File: config.mk
export PLATFORM = sky130hd
export DESIGN_NAME = execute_stage
export DESIGN_NICKNAME = d
export VERILOG_FILES = /design/src/rtl/execute_stage.sv
export SDC_FILE = /design/constraint.sdc
export NUM_CORES = 1
export LEC_CHECK = 0
export CAP_MARGIN = 10
export CORE_ASPECT_RATIO = 0.75
export CORE_MARGIN = 2
export CORE_UTILIZATION = 25
export CTS_CLUSTER_SIZE = 10
export DETAILED_ROUTE_END_ITERATION = 10
export DONT_BUFFER_PORTS = 1
export HOLD_SLACK_MARGIN = 0.03
export MAX_ROUTING_LAYER = met4
export SYNTH_ARGS = -nofsm -noshare
export SYNTH_HDL_FRONTEND = slang
export SYNTH_SLANG_ARGS = --single-unit
File: constraint.sdc
create_clock -name clk -period 8.7 [get_ports clk]
set_clock_uncertainty 0.2 [all_clocks]
set_input_delay 1.74 -clock clk [delete_from_list [all_inputs] [get_ports clk]]
set_output_delay 1.74 -clock clk [all_outputs]
set_load 0.005 [all_outputs]
File: src/rtl/execute_stage.sv
// ---------------------------------------------------------------------------
// execute_stage
//   RV32I execute stage. It sits between the ID/EX register and the
//   memory-access stage and does the following:
//     - picks forwarded operands (EX/MEM first, then MEM/WB)
//     - runs the ALU
//     - resolves branches and jumps, driving a combinational redirect
//     - registers the EX/MEM pipeline fields
//
// Ports
//   clk, rst            : clock, asynchronous active-high reset
//   ID_EX_*             : decoded instruction currently in EX
//   MEM_WB_RD/_regwrite : destination and write enable of the WB-stage op
//   WB_result           : final writeback value (MEM/WB forwarding source)
//   stall, flush        : hazard-unit controls for the EX/MEM register
//   EX_MEM_*            : registered outputs to the memory-access stage
//   pc_src, pc_target   : same-cycle redirect request and its target
// ---------------------------------------------------------------------------
module execute_stage #(
    parameter int XLEN = 32
) (
    input  logic            clk,
    input  logic            rst,
    input  logic [XLEN-1:0] ID_EX_PC,
    input  logic [XLEN-1:0] ID_EX_RD1,
    input  logic [XLEN-1:0] ID_EX_RD2,
    input  logic [XLEN-1:0] ID_EX_IMM,
    input  logic [4:0]      ID_EX_RS1,
    input  logic [4:0]      ID_EX_RS2,
    input  logic [4:0]      ID_EX_RD,
    input  logic [3:0]      ID_EX_alu_ctrl,
    input  logic            ID_EX_alu_src,
    input  logic            ID_EX_a_sel,
    input  logic            ID_EX_branch,
    input  logic [2:0]      ID_EX_funct3,
    input  logic            ID_EX_jal,
    input  logic            ID_EX_jalr,
    input  logic            ID_EX_memwrite_en,
    input  logic            ID_EX_regwrite_en,
    input  logic [1:0]      ID_EX_wb_sel,
    input  logic [4:0]      MEM_WB_RD,
    input  logic            MEM_WB_regwrite_en,
    input  logic [XLEN-1:0] WB_result,
    input  logic            stall,
    input  logic            flush,
    output logic [XLEN-1:0] EX_MEM_ALU_OUT,
    output logic [XLEN-1:0] EX_MEM_writedata,
    output logic [4:0]      EX_MEM_RD,
    output logic            EX_MEM_memwrite_en,
    output logic            EX_MEM_regwrite_en,
    output logic [1:0]      EX_MEM_wb_sel,
    output logic            pc_src,
    output logic [XLEN-1:0] pc_target
);

    localparam logic [1:0] WB_LOAD = 2'b01;
    localparam logic [1:0] WB_PC4  = 2'b10;

    logic [XLEN-1:0] alu_out_q, alu_out_d;
    logic [XLEN-1:0] writedata_q, writedata_d;
    logic [4:0]      rd_q, rd_d;
    logic            memwrite_en_q, memwrite_en_d;
    logic            regwrite_en_q, regwrite_en_d;
    logic [1:0]      wb_sel_q, wb_sel_d;

    logic [XLEN-1:0] fwd_a, fwd_b, op_a, op_b, alu_res, jalr_sum;
    logic            cond, taken;

    // Forwarding. A load sitting in EX/MEM has no data yet, so it is
    // excluded; the hazard unit covers load-use with a bubble.
    always_comb begin
        fwd_a = ID_EX_RD1;
        if (regwrite_en_q && (rd_q != 5'd0) && (rd_q == ID_EX_RS1) && (wb_sel_q != WB_LOAD))
            fwd_a = alu_out_q;
        else if (MEM_WB_regwrite_en && (MEM_WB_RD != 5'd0) && (MEM_WB_RD == ID_EX_RS1))
            fwd_a = WB_result;

        fwd_b = ID_EX_RD2;
        if (regwrite_en_q && (rd_q != 5'd0) && (rd_q == ID_EX_RS2) && (wb_sel_q != WB_LOAD))
            fwd_b = alu_out_q;
        else if (MEM_WB_regwrite_en && (MEM_WB_RD != 5'd0) && (MEM_WB_RD == ID_EX_RS2))
            fwd_b = WB_result;
    end

    assign op_a = ID_EX_a_sel   ? ID_EX_PC  : fwd_a;
    assign op_b = ID_EX_alu_src ? ID_EX_IMM : fwd_b;

    always_comb begin
        alu_res = '0;
        case (ID_EX_alu_ctrl)
            4'b0000: alu_res = op_a + op_b;
            4'b0001: alu_res = op_a - op_b;
            4'b0010: alu_res = op_a & op_b;
            4'b0011: alu_res = op_a | op_b;
            4'b0100: alu_res = op_a ^ op_b;
            4'b0101: alu_res = op_a << op_b[4:0];
            4'b0110: alu_res = op_a >> op_b[4:0];
            4'b0111: alu_res = $signed(op_a) >>> op_b[4:0];
            4'b1000: alu_res = {{(XLEN-1){1'b0}}, ($signed(op_a) < $signed(op_b))};
            4'b1001: alu_res = {{(XLEN-1){1'b0}}, (op_a < op_b)};
            4'b1010: alu_res = op_b;
            default: alu_res = '0;
        endcase
    end

    // Branch compare always uses the forwarded registers, never the ALU.
    always_comb begin
        cond = 1'b0;
        case (ID_EX_funct3)
            3'b000:  cond = (fwd_a == fwd_b);
            3'b001:  cond = (fwd_a != fwd_b);
            3'b100:  cond = ($signed(fwd_a) <  $signed(fwd_b));
            3'b101:  cond = ($signed(fwd_a) >= $signed(fwd_b));
            3'b110:  cond = (fwd_a <  fwd_b);
            3'b111:  cond = (fwd_a >= fwd_b);
            default: cond = 1'b0;
        endcase
    end

    assign taken     = (ID_EX_branch & cond) | ID_EX_jal | ID_EX_jalr;
    // A stalled or squashed instruction must not redirect fetch.
    assign pc_src    = taken & ~flush & ~stall & ~rst;
    assign jalr_sum  = fwd_a + ID_EX_IMM;
    assign pc_target = ID_EX_jalr ? {jalr_sum[XLEN-1:1], 1'b0} : (ID_EX_PC + ID_EX_IMM);

    always_comb begin
        alu_out_d     = alu_out_q;
        writedata_d   = writedata_q;
        rd_d          = rd_q;
        memwrite_en_d = memwrite_en_q;
        regwrite_en_d = regwrite_en_q;
        wb_sel_d      = wb_sel_q;
        if (stall) begin
            // hold everything
        end else if (flush) begin
            alu_out_d     = '0;
            writedata_d   = '0;
            rd_d          = '0;
            memwrite_en_d = 1'b0;
            regwrite_en_d = 1'b0;
            wb_sel_d      = 2'b00;
        end else begin
            alu_out_d     = (ID_EX_wb_sel == WB_PC4) ? (ID_EX_PC + XLEN'(4)) : alu_res;
            writedata_d   = fwd_b;
            rd_d          = ID_EX_RD;
            memwrite_en_d = ID_EX_memwrite_en;
            regwrite_en_d = ID_EX_regwrite_en;
            wb_sel_d      = ID_EX_wb_sel;
        end
    end

    always_ff @(posedge clk or posedge rst) begin
        if (rst) begin
            alu_out_q     <= '0;
            writedata_q   <= '0;
            rd_q          <= '0;
            memwrite_en_q <= 1'b0;
            regwrite_en_q <= 1'b0;
            wb_sel_q      <= 2'b00;
        end else begin
            alu_out_q     <= alu_out_d;
            writedata_q   <= writedata_d;
            rd_q          <= rd_d;
            memwrite_en_q <= memwrite_en_d;
            regwrite_en_q <= regwrite_en_d;
            wb_sel_q      <= wb_sel_d;
        end
    end

    assign EX_MEM_ALU_OUT     = alu_out_q;
    assign EX_MEM_writedata   = writedata_q;
    assign EX_MEM_RD          = rd_q;
    assign EX_MEM_memwrite_en = memwrite_en_q;
    assign EX_MEM_regwrite_en = regwrite_en_q;
    assign EX_MEM_wb_sel      = wb_sel_q;

endmodule
; Yosys cells after proc, flatten, opt, wreduce, memory -nomap -nowiden
; Cells that the tools add are included.
[totals]
register_bits = 73
input_bits = 201
elab_cells = 83
[classes]
reduce_logical = 12
addsub = 5
bitwise = 12
shift = 3
mux = 16
eq_ne = 23
magnitude_cmp = 6
[ops]
columns = op, n
row1 = 32-bit case mux with 11 select lines, 1
row2 = 32-bit two-way mux, 10
row3 = 32-bit < comparator, 4
row4 = 32-bit adder, 3
row5 = 32-bit greater-or-equal comparator, 2
row6 = 32-bit by 3-bit adder with 32-bit output (second input constant), 1
row7 = 32-bit AND, 1
row8 = 32-bit equality test, 1
row9 = 32-bit inequality test, 1
row10 = 32-bit bitwise OR, 1
row11 = 32-bit by 5-bit << shifter with 32-bit output, 1
row12 = 32-bit by 5-bit right shift with 32-bit output, 1
row13 = 32-bit by 5-bit >>> shifter with 32-bit output, 1
row14 = 32-bit subtractor, 1
row15 = 32-bit XOR, 1
row16 = 5-bit equality test, 4
row17 = 4-bit by 3-bit equality test with 1-bit output (second input constant), 4
row18 = 3-bit equality test (second input constant), 4
row19 = 4-bit equality test (second input constant), 3
row20 = 5-bit nonzero test, 2
row21 = 4-bit by 2-bit equality test with 1-bit output (second input constant), 2
row22 = 1-bit logical AND, 8
row23 = 1-bit case mux with 6 select lines, 1
row24 = 5-bit two-way mux, 1
row25 = other kinds (11), 18

; Depth between registers and ports, before layout
; Gate-level depths: netlist of the first run.
[logic_depth]
word_depth = 13
ltp_mapped = 23
depth_no_buf = 20

; Least setup slack after synthesis of the first run
; No wires, ideal clock.
[synth_path]
path_kind = input port to output port
from = in MEM_WB_RD[1]
to = out pc_src
arrival_time_ns = 6.031
stages = 20
slack_ns = 0.729
t_required_ns = 6.760
n_path_buf = 2
path_cell_list = or4_4 o211a_1 nand2_1 buf_2 buf_2 mux2i_1 o21ai_0 inv_1 ha_1 a21o_1 a21o_1 a21o_1 a21o_1 a21o_1 a21o_1 a21oi_1 o311a_1 mux2i_1 a221o_1 a211oi_1
[synth_between]
elab_chain_len = 13
elab_cells_between_ends = 23
classes_between = 4 x order compare / 4 x eq/ne / 5 x mux / 6 x bitwise / 4 x reduce/logical
[synth_rtl]
columns = item, line
row1 = start: declaration, 41  ; input logic [4:0] MEM_WB_RD,
row2 = 5-bit nonzero test, "75, 81"
row3 = 1-bit logical AND, "75, 81"
row4 = 1-bit logical AND (on tied branches), "75, 81"
row5 = 32-bit two-way mux (on tied branches), "75, 81"
row6 = 32-bit two-way mux (on tied branches), "73, 79"
row7 = "32-bit greater-or-equal comparator, or another cell as far along", 115  ; 3'b111: cond = (fwd_a >= fwd_b);
row8 = 1-bit case mux with 6 select lines (*), 109  ; case (ID_EX_funct3)
row9 = 1-bit AND (*), 120  ; assign taken = (ID_EX_branch & cond) | ID_EX_jal | ID_EX_jalr;
row10 = 1-bit bitwise OR (*) (2 in a row), 120
row11 = 1-bit AND (*) (3 in a row), 122  ; assign pc_src = taken & ~flush & ~stall & ~rst;
row12 = end: declaration, 52  ; output logic pc_src,
; Every way passes the cells marked *; elsewhere a longest branch is shown, timed or not.

; Final worst setup path of the first run
[layout_path]
from = in MEM_WB_RD[3]
to = out pc_target[30]
[layout_between]
elab_chain_len = 7
elab_cells_between_ends = 8
classes_between = 1 x add/sub / 1 x eq/ne / 3 x mux / 3 x reduce/logical
[layout_rtl]
columns = item, line
row1 = 5-bit nonzero test, 75  ; else if (MEM_WB_regwrite_en && (MEM_WB_RD != 5'd0) && (MEM_WB_RD == ID_EX_RS1))
row2 = 1-bit logical AND, 75
row3 = 1-bit logical AND (*), 75
row4 = 32-bit two-way mux (*), 75
row5 = 32-bit two-way mux (*), 73  ; if (regwrite_en_q && (rd_q != 5'd0) && (rd_q == ID_EX_RS1) && (wb_sel_q != WB_LOAD))
row6 = 32-bit adder (*), 123  ; assign jalr_sum = fwd_a + ID_EX_IMM;
row7 = 32-bit two-way mux (*), 124  ; assign pc_target = ID_EX_jalr ? {jalr_sum[XLEN-1:1], 1'b0} : (ID_EX_PC + ID_EX_IMM);
row8 = end: declaration, 53  ; output logic [XLEN-1:0] pc_target
; Marks and branches as above.

==> results.md, run 1 <==
- Fillers: 8,580
- Ys Warns: 0
- Gp weighted congestion: 1.08
- Critical Path AT: 6.64 ns
- Slowest stage cell, crit path: or4_1
- Row Count: 88
- DP Cell Count: 3,641
- Synth top area share: 12.1%
- Cell Area, Placed: 0.0208 mm²
- Count leader, synth: nand2_1
- CP Buf/Inv Count: 0
- Max transition margin: 12.6%
- Period utilisation layout: 98.6%
- Syn nets: 3,099
- Min Tclk post-route: 8.58 ns
- Startpoint types: primary input
- Num CTS Buffers: 9
- Vias/cell: 6.34
- Vias in the first global route: approximately 21k
- Cell mode on critical path: a21oi_1
- CTS tree: yes
- Worst Path Class, Setup: primary input to primary output
- Post-route insts no fill: 3,667
- Final instance area: 0.0211 mm²
- Die height: 247 µm
- Via count: 23.2k
- Grt ovf: 0
- Fin Setup TNS: 0 ns
- Drt pass-1 iters: 8
- First-pass GRT wire length: 157,000 µm
- IO buf count: 0
- CTS sink cnt: 73
- DRC viols: 0
- Max Cap Violations: 0
- Routed wire length: 111,000 µm
- Syn_area_per_cell: 7.26 µm²
- Die W: 328 µm
- Core area: 0.0773 mm²
- Mapped Cells: 2,704
- Min-delay worst type: flip-flop to flip-flop
- Clk Latency, worst-skew pair: 0.40 ns
- ANT nets after route: 0
- Largest net degree at the start of global routing: roughly 100
- Final Max Tran Viols: 0
- Drt initial violations: 4,367
- Asr flop ratio synth: 100%
- Synthesized area: 0.0196 mm²
- Crit path max-delay family: compound AO/OA/AOI/OAI gates
- Worst-Margin Slew: approximately 1.3 ns
- LEAKAGE: approximately 9 nW
- Fmax: 117 MHz
- Critical Path Fanout Max: 5
- # IOs: between 300 and 400
- RSZ-0062 raised after global routing: false
- Crit path required time: 6.76 ns
- Initial core utilization: 25.4%
- Synth cell types: 106
- Final net count: 3,013
- Largest area contributor in the netlist: ha_1
- Setup ws final: 0.118 ns
- Synth area leaders: ha_1 (12%), mux2i_1 (10%), dfrtp_1 (9.3%)
- Clock Path Buffers: 2
- CTS root buffer: clkbuf_16
- Sequence of cells on the critical path: xor2_1, or2_2, or4_1, a31oi_2, ha_1, a21o_1, a21oi_1, o21ai_0, a31oi_1, o211ai_1, a2111o_1, and3_1, o31ai_1, a21oi_1, xnor2_1, mux2i_1
- Layout cells sized above 1: 8.08%
- Status: finished, final reports clean
- Power Dens Cells: 119 mW/mm²
- Post-synth EDFFs: 0
- Post-synth top flop: dfrtp_1
- Crit. End Element: primary output
- Slowest Stage Delay on Critical Path: around 0.67 ns
- Post-place setup slack: roughly 0.29 ns
- Sequential area share after synthesis: 9.31%
- CTS clk-pin slew, worst paths: 0.07 ns
- Total Routing Usage GR: 27.2%
- P&R area growth vs syn: 7.61%
- Final Core Density: 27.3%
- Initial antenna violation count: 9
- Final hold violations: 0
- Max VDD drop: ~0.11 mV
- Htree depth: 3
- Setup Viol. Count Final: 0
- Top cells by count, synth: nand2_1 (240), a21oi_1 (238), o21ai_0 (233), mux2i_1 (200), ha_1 (190)
- Synth Register Bits: 73
- Die Area: 0.0808 mm²
- Detail Placement HPWL: between 80,000 and 90,000 µm
- Wire length per cell: between 30 and 40 µm
-- area by class of cell --
class                      instances  area (µm²)  share of cell area, %
inverter                         160         604                   2.86
antenna                            9        22.5                  0.107
sequential                        73        1830                   8.65
timing repair buffer              79         631                   2.99
clock inverter                     4        20.0                 0.0948
clock buffer                      12         236                   1.12
tap                             1035        1290                   6.13
multi-input combinational       2295       16500                   78.1
-- registers in the layout, summed over array words and instances (netlist names) --
name and flops:
EX_MEM_RD 5, EX_MEM_ALU_OUT 32, EX_MEM_memwrite_en 1, EX_MEM_wb_sel 2, EX_MEM_writedata 32, EX_MEM_regwrite_en 1
-- cells in the final DEF, fill, tap and decap left out, types with 15 or more instances in the layout --
| master | Yosys | final |
|---|---|---|
| o211ai_1 | 22 | 22 |
| nand4_1 | 15 | 15 |
| a21o_1 | 72 | 72 |
| nand3_1 | 87 | 86 |
| and3_1 | 31 | 31 |
| mux2_2 | 20 | 20 |
| xnor2_1 | 67 | 67 |
| nand2_1 | 240 | 238 |
| o21ai_1 | 16 | 16 |
| o221ai_1 | 22 | 22 |
| a21oi_1 | 238 | 238 |
| nor2_1 | 145 | 145 |
| mux2i_1 | 200 | 198 |
| a211oi_1 | 47 | 47 |
| ha_1 | 190 | 190 |
| xor2_1 | 46 | 46 |
| nor3_1 | 54 | 50 |
| o21bai_1 | 16 | 16 |
| buf_4 | 9 | 76 |
| inv_1 | 155 | 154 |
| o21ai_0 | 233 | 233 |
| nor2b_1 | 18 | 17 |
| nor4_1 | 52 | 51 |
| dfrtp_1 | 73 | 73 |
| a221oi_1 | 31 | 31 |
| nand2b_1 | 22 | 22 |
| a31oi_1 | 62 | 62 |
| o21a_1 | 34 | 34 |
-- cell families after synthesis --
kind of cell / after synthesis / share of synthesized area [%]
flip-flops: 73 / 9.31
adder cells (fa/ha/maj): 195 / 12.6
buffers and inverters: 336 / 7.18
AND/OR/NAND/NOR: 736 / 18.2
multiplexers: 247 / 13.8
AO/OA/AOI/OAI: 1004 / 33.9
XOR/XNOR: 113 / 5.04
-- stage by stage --
stage / power (mW) / hold WS (ns)
global placement: 2.03 / 0.316
floorplan: 1.51 / 0.273
CTS: 2.41 / 0.335
finish: 2.51 / 0.337
detailed placement: 2.02 / 0.318
global route: 2.60 / 0.350
-- path summary, 6_finish.rpt --
| check | startpoint | endpoint | slack [ns] | depth (start not counted) |
|---|---|---|---|---|
| min in group asynchronous | rst | EX_MEM_writedata[30]$_DFFE_PP0N_ | 1.10 | 1 |
| worst max register to register | EX_MEM_RD[1]$_DFFE_PP0N_ | EX_MEM_ALU_OUT[22]$_DFFE_PP0N_ | 1.48 | 21 |
| max in group asynchronous | rst | EX_MEM_writedata[10]$_DFFE_PP0N_ | 6.03 | 2 |
| worst min register to register | EX_MEM_writedata[31]$_DFFE_PP0N_ | EX_MEM_writedata[31]$_DFFE_PP0N_ | 0.34 | 2 |
| worst min-delay path | EX_MEM_writedata[31]$_DFFE_PP0N_ | EX_MEM_writedata[31]$_DFFE_PP0N_ | 0.34 | 2 |
| worst max-delay path | MEM_WB_RD[3] | pc_target[30] | 0.12 | 16 |
-- tightest hold or removal path, delay by kind of cell (launching register included) --
kind            cells  cell delay [ns]
flops               1             0.38
simple gates        1             0.06
compound gates      1             0.06
-- power by group --
group / switching, mW / total (mW) / leakage [nW] / internal [mW]
sequential: 0.0860 / 0.457 / 0.959 / 0.371
combinational: 1.09 / 1.66 / 7.92 / 0.571
clock: 0.197 / 0.389 / 0.130 / 0.192
-- what timing repair did --
item / 4_1_cts / 5_1_grt
resized for setup: 0 / 2
buffers inserted: 0 / 1
setup endpoints to repair: 0 / 2
hold buffers: 0 / 0
-- routing by layer --
metal,vias up,global-route usage [%],part of all wire [%]
met3,231,11.6,16
li1,10015,-,-
met2,1881,35.3,38
met1,11104,37.8,43
met4,0,6.83,2.9
met5,-,-,0
Note: power is estimated with default switching activity, not from simulation.
==> run 2, diff against run 1 <==
CORE_UTILIZATION = 50   (was 25)
==> run 2 against run 1 <==
Net effect: non-clock buffer count increased by 9; die area down 49%; sequential power shrank 2%; highest routed layer unchanged; worst hold slack got worse by 0.022 ns; largest power group unchanged; utilization is 26 points higher; clock power increased by 11%; critical path depth is the same.
==> results.md, run 2 (same netlist as run 1, synthesis figures left out) <==
- Status: finished, final reports clean
- Worst-Margin Slew: 1.31 ns (+0.0118 ns)
- Crit path required time: 6.76 ns (about the same)
- Final instance area: 0.0205 mm² (-2.7%)
- Worst Path Class, Setup: primary input to primary output
- Vias/cell: 7.51 (+19%)
- Drt initial violations: 4,021 (-7.9%)
- Routed wire length: 104,000 µm (-6.7%)
- Die Area: 0.0409 mm² (-49%)
- Total Routing Usage GR: 51.1% (+24 points)
- Fillers: 3,926 (-54%)
- Reg2Reg Launch Point: EX_MEM_RD[1]$_DFFE_PP0N_
- Row Count: 62 (-30%)
- FF-to-FF End: EX_MEM_ALU_OUT[0]$_DFFE_PP0N_
- Min Tclk post-route: 8.43 ns (-0.154 ns)
- Max VDD drop: 0.111 mV (-2.5%)
- Cell mode on critical path: mux2i_1
- Post-route insts no fill: 3,155 (-14%)
- Largest net degree at the start of global routing: 104 (unchanged)
- Slowest Stage Delay on Critical Path: 0.56 ns (-0.11 ns)
- Final net count: 3,022 (+0.30%)
- Most common library cell in the layout ignoring fill and taps: nand2_1
- Wire length per cell: 33.0 µm (+8.5%)
- Hold path endpoint: EX_MEM_writedata[5]$_DFFE_PP0N_
- Worst Hold Path Cells: 2 (unchanged)
- Max transition margin: 12.2% (-0.40 points)
- Postcts setup bufs: 0 (unchanged)
- CTS root buffer: clkbuf_16
- Layout cells sized above 1: 8.36% (+0.28 points)
- CTS clk-pin slew, worst paths: 0.06 ns (about the same)
- # hold bufs at CTS: 0 (unchanged)
- Die height: 176 µm (-29%)
- # resized after CTS: 0 (unchanged)
- Critical Path Fanout Max: 14 (+9)
- Drt pass-1 iters: 6 (-2)
- CTS sink cnt: 73 (unchanged)
- Initial core utilization: 51.0% (+26 points)
- Final Max Tran Viols: 0 (unchanged)
- Initial antenna violation count: 10 (+1)
- Crit path max-delay family: simple AND/OR/NAND/NOR gates
- Core area: 0.0385 mm² (-50%)
- LEAKAGE: 9.05 nW (+0.43%)
- Cell Area, Placed: 0.0202 mm² (-2.9%)
- Period utilisation layout: 96.9% (-1.8 points)
- ANT nets after route: 0 (unchanged)
- Clk Latency, worst-skew pair: 0.40 ns (about the same)
- Crit. End Element: primary output
- Tot Pwr: 2.52 mW (+0.27%)
- R2R Setup Slk: 0.96 ns (-0.52 ns)
- Worst R2R Path Depth: 20 (-4.8%)
- Min-delay worst type: flip-flop to flip-flop
- # IOs: 307 (unchanged)
- Clock Path Buffers: 2 (unchanged)
- Htree depth: 3 (unchanged)
- Slowest stage cell, crit path: or4_4
- P&R area growth vs syn: 4.70%
- Num CTS Buffers: 9 (unchanged)
- Final hold violations: 0 (unchanged)
- DP Cell Count: 3,128 (-14%)
- Grt ovf: 0 (unchanged)
- DRC viols: 0 (unchanged)
- Setup Viol. Count Final: 0 (unchanged)
- Power Dens Cells: 122 mW/mm² (+3.0%)
- IO buf count: 0 (unchanged)
- First-pass GRT wire length: 151,000 µm (-3.5%)
- Critical Path AT: 6.49 ns (-0.15 ns)
- Sequence of cells on the critical path: or4_4, o211a_1, nand2_2, buf_4, mux2i_1, o21ai_0, inv_1, ha_1, nand4_1, nor4_1, nand2_1, or2_2, o311a_1, mux2i_1, a221o_1, a211oi_1
- Via count: 23.7k (+2.1%)
- Startpoint types: primary input
- Hold Crit Start: EX_MEM_writedata[5]$_DFFE_PP0N_
- Gp weighted congestion: 1.13 (+4.7%)
- Detail Placement HPWL: 81,500 µm (-8.4%)
- Fmax: 119 MHz (+1.8%)
- Die W: 233 µm (-29%)
- Fin Setup TNS: 0 ns (unchanged)
- RSZ-0062 raised after global routing: false
- Most frequent cells in the layout: nand2_1 (239), a21oi_1 (238), o21ai_0 (233)
- CP Buf/Inv Count: 2 (+2)
- CTS tree: yes
- Max Cap Violations: 0 (unchanged)
- Vias in the first global route: 22.1k (+7.2%)
[run 2: cell types whose count changed in the layout (fill, tap and decap cells not counted), moves of 2 or more]
cell and change:
buf_4 +10, clkinv_2 -4, clkbuf_1 -3, clkinvlp_4 +3, clkinv_4 +2, diode_2 +2
[run 2: worst reg2reg max path: cells and delay by family, from the launching register on]
kind	cells	cell delay, ns
flip-flops	1	0.61
buffers and inverters	3	0.93
AND/OR/NAND/NOR	5	1.61
adder cells (fa/ha/maj)	1	0.45
AO/OA/AOI/OAI	11	3.85
[run 2: layout make-up]
class,instances,area [µm²],area share [%]
Clock buffer,9,225,1.10
Sequential cell,73,1830,8.89
Antenna cell,11,27.5,0.134
Tap cell,512,641,3.12
Multi-Input combinational cell,2295,16500,80.1
Timing Repair Buffer,88,686,3.34
Clock inverter,7,78.8,0.384
Inverter,160,604,2.94
[run 2: per-stage QoR]
stage | setup slack [ns] | hold slack, ns | utilization, %
floorplan | 0.729 | 0.273 | -
global placement | 0.654 | 0.293 | 52.5
detailed placement | 0.535 | 0.305 | 52.5
CTS | 0.509 | 0.321 | 53.3
global route | 0.0974 | 0.351 | 53.4
finish | 0.272 | 0.314 | 53.4
[run 2: metal layers]
| layer | track usage [%] | vias up | wire, µm |
|---|---|---|---|
| met5 | - | - | 0 |
| met4 | 26.4 | 0 | 6730 |
| met2 | 70.6 | 2082 | 41100 |
| met1 | 65.8 | 11161 | 40600 |
| li1 | - | 10049 | - |
| met3 | 16.8 | 416 | 15600 |
[run 2: worst max path at each step]
stage,start,end,cells past startpoint,slack (ns)
after detailed placement,MEM_WB_RD[1],pc_src,16,0.53
after CTS,MEM_WB_RD[1],pc_src,16,0.51
after global routing,MEM_WB_RD[1],pc_src,16,0.1
after floorplan,MEM_WB_RD[1],pc_src,20,0.73
final,MEM_WB_RD[1],pc_src,16,0.27
after global placement,MEM_WB_RD[1],pc_src,16,0.65
[run 2: power by group]
group          switching, mW  internal, mW  leakage (nW)
sequential            0.0793         0.371         0.959
clock                  0.206         0.225         0.138
combinational           1.06         0.577          7.95
